<file path="src/rtl/lifi_codeword_deserializer_pkg.sv">
// rtl/lifi_codeword_deserializer_pkg.sv - shared Li-Fi framing definitions
//
// Purpose: FSM state encodings and default framing parameters shared by the
//   Li-Fi receive/transmit blocks, plus a small width helper.
// Ports: none (package).

package lifi_codeword_deserializer_pkg;

  typedef enum logic [1:0] {
    ST_IDLE = 2'd0,
    ST_DATA = 2'd1,
    ST_STOP = 2'd2
  } lifi_state_t;

  localparam int   LIFI_CW_WIDTH    = 7;
  localparam logic LIFI_START_LEVEL = 1'b1;
  localparam logic LIFI_STOP_LEVEL  = 1'b0;

  // Width of an index that counts 0..n-1 (never less than 1 bit).
  function automatic int idx_width(input int n);
    return (n > 1) ? $clog2(n) : 1;
  endfunction

endpackage

</file>
<file path="src/rtl/lifi_sat_counter.sv">
// rtl/lifi_sat_counter.sv - saturating up-counter with synchronous clear
//
// Purpose: counts inc pulses and sticks at all-ones instead of wrapping.
// Ports:
//   clk    in   1      rising-edge clock
//   clear  in   1      synchronous clear, dominant over inc
//   inc    in   1      add one this cycle (ignored once saturated)
//   count  out  WIDTH  current count

module lifi_sat_counter #(
  parameter int WIDTH = 8
) (
  input  logic             clk,
  input  logic             clear,
  input  logic             inc,
  output logic [WIDTH-1:0] count
);

  always_ff @(posedge clk) begin
    if (clear) begin
      count <= '0;
    end else if (inc && (count != '1)) begin
      count <= count + WIDTH'(1);
    end
  end

endmodule

</file>
<file path="src/rtl/lifi_codeword_deserializer.sv">
// rtl/lifi_codeword_deserializer.sv - OOK bit-stream framer feeding the Hamming(7,4) decoder
//
// Purpose: frames start bit + CW_WIDTH data bits (LSB first) + stop bit from the
//   strobed line bits, hands each good codeword to a one-entry valid/ready buffer,
//   and flags framing errors and overruns with a saturating error count.
// Ports:
//   clk        in   1          rising-edge clock
//   reset      in   1          synchronous active-high reset
//   rx_bit     in   1          recovered line bit, used only when rx_bit_en=1
//   rx_bit_en  in   1          one-cycle strobe per received bit
//   codeword   out  CW_WIDTH   buffered codeword, rx data bit k -> codeword[k]
//   valid      out  1          codeword holds an unconsumed frame
//   ready      in   1          consumer accepts when valid && ready
//   frame_err  out  1          one-cycle pulse: bad stop bit, frame discarded
//   overrun    out  1          one-cycle pulse: frame finished while buffer full
//   err_count  out  ERR_CNT_W  saturating count of frame_err + overrun pulses

module lifi_codeword_deserializer
  import lifi_codeword_deserializer_pkg::*;
#(
  parameter int   CW_WIDTH    = LIFI_CW_WIDTH,
  parameter logic START_LEVEL = LIFI_START_LEVEL,
  parameter logic STOP_LEVEL  = LIFI_STOP_LEVEL,
  parameter int   ERR_CNT_W   = 8
) (
  input  logic                 clk,
  input  logic                 reset,
  input  logic                 rx_bit,
  input  logic                 rx_bit_en,
  output logic [CW_WIDTH-1:0]  codeword,
  output logic                 valid,
  input  logic                 ready,
  output logic                 frame_err,
  output logic                 overrun,
  output logic [ERR_CNT_W-1:0] err_count
);

  localparam int               IDX_W    = idx_width(CW_WIDTH);
  localparam logic [IDX_W-1:0] LAST_IDX = IDX_W'(CW_WIDTH - 1);

  lifi_state_t         state_q, state_d;
  logic [IDX_W-1:0]    idx_q, idx_d;
  logic [CW_WIDTH-1:0] shift_q, shift_d;
  logic                frame_done;
  logic                stop_bad;

  logic [CW_WIDTH-1:0] codeword_q;
  logic                valid_q;
  logic                frame_err_q;
  logic                overrun_q;
  logic                accept_new;
  logic                drop_new;

  // FSM state register
  always_ff @(posedge clk) begin
    if (reset) begin
      state_q <= ST_IDLE;
      idx_q   <= '0;
      shift_q <= '0;
    end else begin
      state_q <= state_d;
      idx_q   <= idx_d;
      shift_q <= shift_d;
    end
  end

  // FSM next state; nothing moves without a bit strobe
  always_comb begin
    state_d    = state_q;
    idx_d      = idx_q;
    shift_d    = shift_q;
    frame_done = 1'b0;
    stop_bad   = 1'b0;
    if (rx_bit_en) begin
      case (state_q)
        ST_IDLE: begin
          if (rx_bit == START_LEVEL) begin
            state_d = ST_DATA;
            idx_d   = '0;
          end
        end
        ST_DATA: begin
          shift_d[idx_q] = rx_bit;
          if (idx_q == LAST_IDX) begin
            state_d = ST_STOP;
          end else begin
            idx_d = idx_q + IDX_W'(1);
          end
        end
        ST_STOP: begin
          state_d = ST_IDLE;
          if (rx_bit == STOP_LEVEL) begin
            frame_done = 1'b1;
          end else begin
            stop_bad = 1'b1;
          end
        end
        default: begin
          state_d = ST_IDLE;
        end
      endcase
    end
  end

  // A finished frame is taken if the buffer is empty or is being drained in
  // the same cycle; otherwise the held word wins and the new one is dropped.
  assign accept_new = frame_done && (!valid_q || ready);
  assign drop_new   = frame_done && valid_q && !ready;

  always_ff @(posedge clk) begin
    if (reset) begin
      codeword_q  <= '0;
      valid_q     <= 1'b0;
      frame_err_q <= 1'b0;
      overrun_q   <= 1'b0;
    end else begin
      frame_err_q <= stop_bad;
      overrun_q   <= drop_new;
      if (accept_new) begin
        codeword_q <= shift_q;
        valid_q    <= 1'b1;
      end else if (valid_q && ready) begin
        valid_q <= 1'b0;
      end
    end
  end

  // Counts on the same edge that raises the pulse, so the count and the
  // pulse become visible together.
  lifi_sat_counter #(
    .WIDTH (ERR_CNT_W)
  ) u_err_cnt (
    .clk   (clk),
    .clear (reset),
    .inc   (stop_bad | drop_new),
    .count (err_count)
  );

  assign codeword  = codeword_q;
  assign valid     = valid_q;
  assign frame_err = frame_err_q;
  assign overrun   = overrun_q;

endmodule

</file>
<file path="config.mk">
export PLATFORM = sky130hd
export DESIGN_NAME = lifi_codeword_deserializer
export DESIGN_NICKNAME = d
export VERILOG_FILES = /design/src/rtl/lifi_codeword_deserializer_pkg.sv /design/src/rtl/lifi_sat_counter.sv /design/src/rtl/lifi_codeword_deserializer.sv
export SDC_FILE = /design/constraint.sdc
export NUM_CORES = 1
export LEC_CHECK = 0
export ABC_AREA = 1
export CORE_ASPECT_RATIO = 0.9
export CORE_MARGIN = 2
export CORE_UTILIZATION = 40
export DETAILED_ROUTE_END_ITERATION = 10
export GPL_ROUTABILITY_DRIVEN = 0
export HOLD_SLACK_MARGIN = 0.15
export PLACE_DENSITY = 0.59
export SYNTH_ARGS = -nofsm -noshare
export SYNTH_HDL_FRONTEND = slang
export SYNTH_SLANG_ARGS = --single-unit
</file>
<file path="constraint.sdc">
create_clock -name clk -period 1.5 [get_ports clk]
set_input_delay 0.45 -clock clk [delete_from_list [all_inputs] [get_ports clk]]
set_output_delay 0.45 -clock clk [all_outputs]
set_load 0.01 [all_outputs]
</file>
==> flow_summary.toml, run 1 <==
[detailed_routing]
vias = 1360
drtIter0Drc = 102
drc_errors = 0
ant_nets = 0
viasPerCell = 4.74
drtPass1Iterations = 4
wl_per_cell_um = 10.8
totalWireLength_um = 3110

[cts]
htreeDepth = 2
cts_sinks = 30
post_cts_buffers = 0
path_clk_slew_ps = 60
clockRootBuffer = "clkbuf_8"
cts_tree = "built"
numCtsBuffers = 5
holdBufCountCts = 0
insertion_delay_ps = 280
clock_path_buffers = 2

[synth]
synth_area_leader_cell = "dfxtp_1"
yosysTopAreaCellShare_pct = 41.9
seq_area_frac_synth_pct = 41.9
syn-num-nets = 210
netlist_area_um2 = 1430
synth-warning-count = 0
synth.avg_cell_area_um2 = 7.10
synth_seq_cells = 30
syn_inst = 202
synth_cell_types = 23
synth_area_leaders = "dfxtp_1 42%, nand2_1 10%, a21oi_1 8.7%"

[pwr]
power_w = 0.00161
p_leak_nw = 0.896
ir_drop_mv = 0.559
powerDensity_nw_per_um2 = 847

[place]
port_buffers = 22
place_area_um2 = 1800
dp_hpwl_um = 2270
place_inst = 278

[timing]
finalClockSkew_ps = 1.24
holdWs_ps = 442
slew_headroom_pct = 77.6
min_period_over_period_pct = 94.2
finalMaxSlewViolations = 0
tightest_slew_ps = 335
rsz0062_at_grt = "no"
hold_viol = 0
min_period_ps = 1410
fmax_mhz = 707
finalSetupViolCount = 0

[setup_path]
crit_buf_inv = 1
ff2ff_path_depth = 7
path_class = "reg -> out"
cp.arrival_ps = 960
slowest_delay_ps = 400
critPathSlowestCell = "dfxtp_1"
crit_cells = 1
end_kind = "output pin"
cp.required_ps = 1050
cp_max_fo = 5
worstSetupStartpointType = "flip-flop"
critPathTopFamily = "flip-flops"
crit_chain = "dlygate4sd2_1"

[die]
die_area_um2 = 4080
io_pins = 23
rows = 20
die_h_um = 60.8
core_region_area_um2 = 3400
die_width_um = 67.1
initial_utilization_pct = 42.1

[flow_run]
drv_cap = 0

[global_route]
overflow = 0
grt_pass1_wl_um = 5160
grt_pass1_vias = 1266
grt_max_degree = 19
antenna_found_initial = 0
grt_use_total_pct = 17.2

[final_layout]
synthToLayoutAreaGrowth_pct = 32.8
layout_common_cells = "40 x nand2_1, 30 x dfxtp_1, 29 x inv_1, 25 x a21oi_1"
instances_no_fill = 287
stdcell_area_um2 = 1900
fin_nets = 250
antenna_cells = 0
final_common_cell = "nand2_1"
drive_above_1_share_pct = 17.3
final_util_pct = 56.0

[min_path]
whs_path_depth = 2
hp-class = "reg -> reg"

[run_status]
status = "complete, no violations"
## cell type report
class / instances / area (um^2)
flip-flops and latches: 30 / 601
clock buffers: 7 / 86.3
fillers: 325 / 1500
inverters: 32 / 121
well taps: 44 / 55.1
repair buffers: 37 / 315
clock inverters: 1 / 5.00
multi-input cells: 136 / 721
## what timing repair did
item / 4_1_cts / 5_1_grt
gates cloned: 0 / 1
gates resized for setup: 18 / 11
endpoints found under the setup margin: 18 / 21
pin swaps: 0 / 3
## per-stage QoR
stage	setup TNS, ps	worst slack [ps]
after floorplan	0	206
after global placement	-5550	-243
after detailed placement	-6250	-289
after CTS	0	6.55
after global routing	0	12.7
final	0	86.4
## Yosys cell counts
cell type and number:
ha_1 3, inv_1 30, o211ai_1 1, nand2_1 40
o21ai_0 12, xor2_1 2, nor2_4 1, nand2_2 2
clkinv_2 1, nor3_2 1, nand2_4 3, clkbuf_1 2
inv_2 1, dfxtp_1 30, nand3b_1 1, nand3_1 17
buf_2 2, nor2_1 19, nand4_1 3, nor2_2 3
a21oi_1 25, nand3_2 2, buf_4 1
## state kept, by name, indices dropped and copies added, names as in the netlist
| register | cells |
|---|---|
| u_err_cnt.count | 8 |
| codeword | 7 |
| shift_q | 7 |
| idx_q | 3 |
| state_q | 2 |
| frame_err | 1 |
| overrun | 1 |
| valid | 1 |
## routing by layer
layer,part of all wire (%),routed length (um),vias up,global-route usage [%]
li1,-,-,720,-
met1,46,1420,615,18.8
met2,49,1520,19,30.1
met3,3.8,117,6,5.57
met4,1.7,53,0,8.75
met5,0,0,-,0
## kinds of logic (layout without fill, tap and decap cells)
group | count (synthesis) | after routing | share of synthesized area [%]
AND/OR/NAND/NOR | 92 | 93 | 30.6
AO/OA/AOI/OAI | 38 | 38 | 13.4
buffers and inverters | 37 | 77 | 10.2
flip-flops | 30 | 30 | 41.9
adder cells (fa/ha/maj) | 3 | 3 | 2.62
XOR/XNOR | 2 | 2 | 1.22
## power by group
group / switching, W / leakage (nW) / internal, W
Combinational: 0.0000789 / 0.606 / 0.0000496
Sequential: 0.0000112 / 0.242 / 0.000811
Clock: 0.000293 / 0.0482 / 0.000369
## path summary, 6_finish.rpt
check	start	endpoint	slack, ps
worst max-delay path	u_err_cnt.count[0]	err_count[0]	90
worst min-delay path	codeword[1]	codeword[1]	440
worst max register to register	u_err_cnt.count[0]	u_err_cnt.count[6]	120
worst min register to register	codeword[1]	codeword[1]	440
Note: power is estimated with default switching activity, not from simulation.
==> inputs of run 2 (changes only) <==
MAX_ROUTING_LAYER = met4   (was unset)
==> flow_summary.toml, run 2 (synthesized netlist as in run 1, its figures left out) <==
[final_layout]
drive_above_1_share_pct = 17.3
synthToLayoutAreaGrowth_pct = 32.8
largest_reg_flops = 8
largest-register = "u_err_cnt.count"
instances_no_fill = 287
final_common_cell = "nand2_1"
stdcell_area_um2 = 1900
antenna_cells = 0
layout_common_cells = "40 x nand2_1, 30 x dfxtp_1, 29 x inv_1, 25 x a21oi_1"
fin_nets = 250

[timing]
slew_headroom_pct = 77.7
fmax_mhz = 705
tightest_slew_ps = 334
rsz0062_at_grt = "no"
finalSetupViolCount = 0
holdWs_ps = 442
min_period_ps = 1420
timing.final.ws_setup_ps = 82.6
finalMaxSlewViolations = 0
fin_tns_setup_ps = 0
min_period_over_period_pct = 94.5
hold_viol = 0
finalClockSkew_ps = 1.10

[detailed_routing]
viasPerCell = 4.72
wl_met3_um = 120
ant_nets = 0
vias = 1356
route.layer.met1.wl_um = 1410
wl_per_cell_um = 10.8
drtPass1Iterations = 4
wl_met2_um = 1500
routed.top_layer = "met4"
drtIter0Drc = 90
drc_errors = 0
totalWireLength_um = 3090

[min_path]
whs_path_depth = 2
holdCritStartpoint = "codeword[1]"
hold_path_end = "codeword[1]"
hp-class = "reg -> reg"

[pwr]
p_comb_share_pct = 7.9
ir_drop_mv = 0.558
p_leak_nw = 0.896
powerDensity_nw_per_um2 = 847
switching_share_pct = 23.7
netSwitchingPower_w = 0.000383
p_int_w = 0.00123
clkPwrFrac_pct = 41.1
sequentialPowerShare_pct = 51.0

[cts]
insertion_delay_ps = 280
path_clk_slew_ps = 60
cts_tree = "built"
numCtsBuffers = 5
htreeDepth = 2
post_cts_buffers = 0
cts_sinks = 30
clock_path_buffers = 2
clockRootBuffer = "clkbuf_8"
holdBufCountCts = 0

[place]
dp_hpwl_um = 2270
port_buffers = 22
place_area_um2 = 1800
pre_cts_ws_ps = -289
place_inst = 278

[global_route]
antenna_found_initial = 0
overflow = 0
grt_pass1_wl_um = 5180
grt_pass1_vias = 1265
grt_use_total_pct = 17.8
grt_max_degree = 19

[setup_path]
reg2reg_from = "u_err_cnt.count[0]"
worstSetupStartpointType = "flip-flop"
crit_chain = "dlygate4sd2_1"
end_kind = "output pin"
cp.required_ps = 1050
critPathSlowestCell = "dfxtp_1"
regToRegSetupSlack_ps = 120
ff2ff_path_depth = 7
slowest_delay_ps = 400
critPathTopFamily = "flip-flops"
cp_max_fo = 5
path_class = "reg -> out"
cp.arrival_ps = 970
crit_buf_inv = 1
rr_endpoint = "u_err_cnt.count[6]"

[die]
die_area_um2 = 4080
die_width_um = 67.1
core_region_area_um2 = 3400
initial_utilization_pct = 42.1
die_h_um = 60.8
rows = 20
io_pins = 23

[flow_run]
drv_cap = 0

[run_status]
status = "complete, no violations"
## run 2: cell counts in the layout (fill, tap and decap cells not counted)
No cell type changed its count.
## run 2: timing repair
action,4_1_cts,5_1_grt
resized for setup,18,11
endpoints found under the setup margin,18,21
pin swaps,0,3
gates cloned,0,1
## run 2: how the worst max path moves through the flow
stage / start / endpoint / cells past startpoint
global placement: rx_bit_en / u_err_cnt.count[6] / 8
finish: u_err_cnt.count[0] / err_count[0] / 1
global route: u_err_cnt.count[0] / u_err_cnt.count[3] / 7
floorplan: u_err_cnt.count[0] / u_err_cnt.count[5] / 7
CTS: rx_bit_en / u_err_cnt.count[6] / 8
detailed placement: rx_bit_en / u_err_cnt.count[6] / 8
## run 2: power by group through the flow
stage | combinational, W | clock, W | sequential [W]
floorplan | 0.0000706 | 0 | 0.000842
global placement | 0.000126 | 0 | 0.000839
detailed placement | 0.000128 | 0 | 0.000840
CTS | 0.000123 | 0.000690 | 0.000822
global route | 0.000146 | 0.000719 | 0.000824
finish | 0.000128 | 0.000662 | 0.000823
## run 2: per-layer routing
metal  track usage [%]  vias to the layer above
met2              30.1                       20
met4              8.75                        0
li1                  -                      720
met1              18.9                      610
met3              5.57                        6
met5                 -                        -
## run 2: through the flow
step	utilization (%)	power (W)
after floorplan	-	0.000912
after global placement	52.8	0.000965
after detailed placement	52.8	0.000968
after CTS	54.8	0.00164
after global routing	56.0	0.00169
final	56.0	0.00161
## run 2: final cells by class
type | instances | area (um^2)
inverter | 32 | 121
multi-input combinational | 136 | 721
sequential | 30 | 601
clock buffer | 7 | 86.3
clock inverter | 1 | 5.00
fill | 325 | 1500
timing repair buffer | 37 | 315
tap | 44 | 55.1
## run 2: worst min-delay path, stage by stage (launching register included)
cell	delay, ps
dfxtp_1	310
inv_1	40
a21oi_1	50
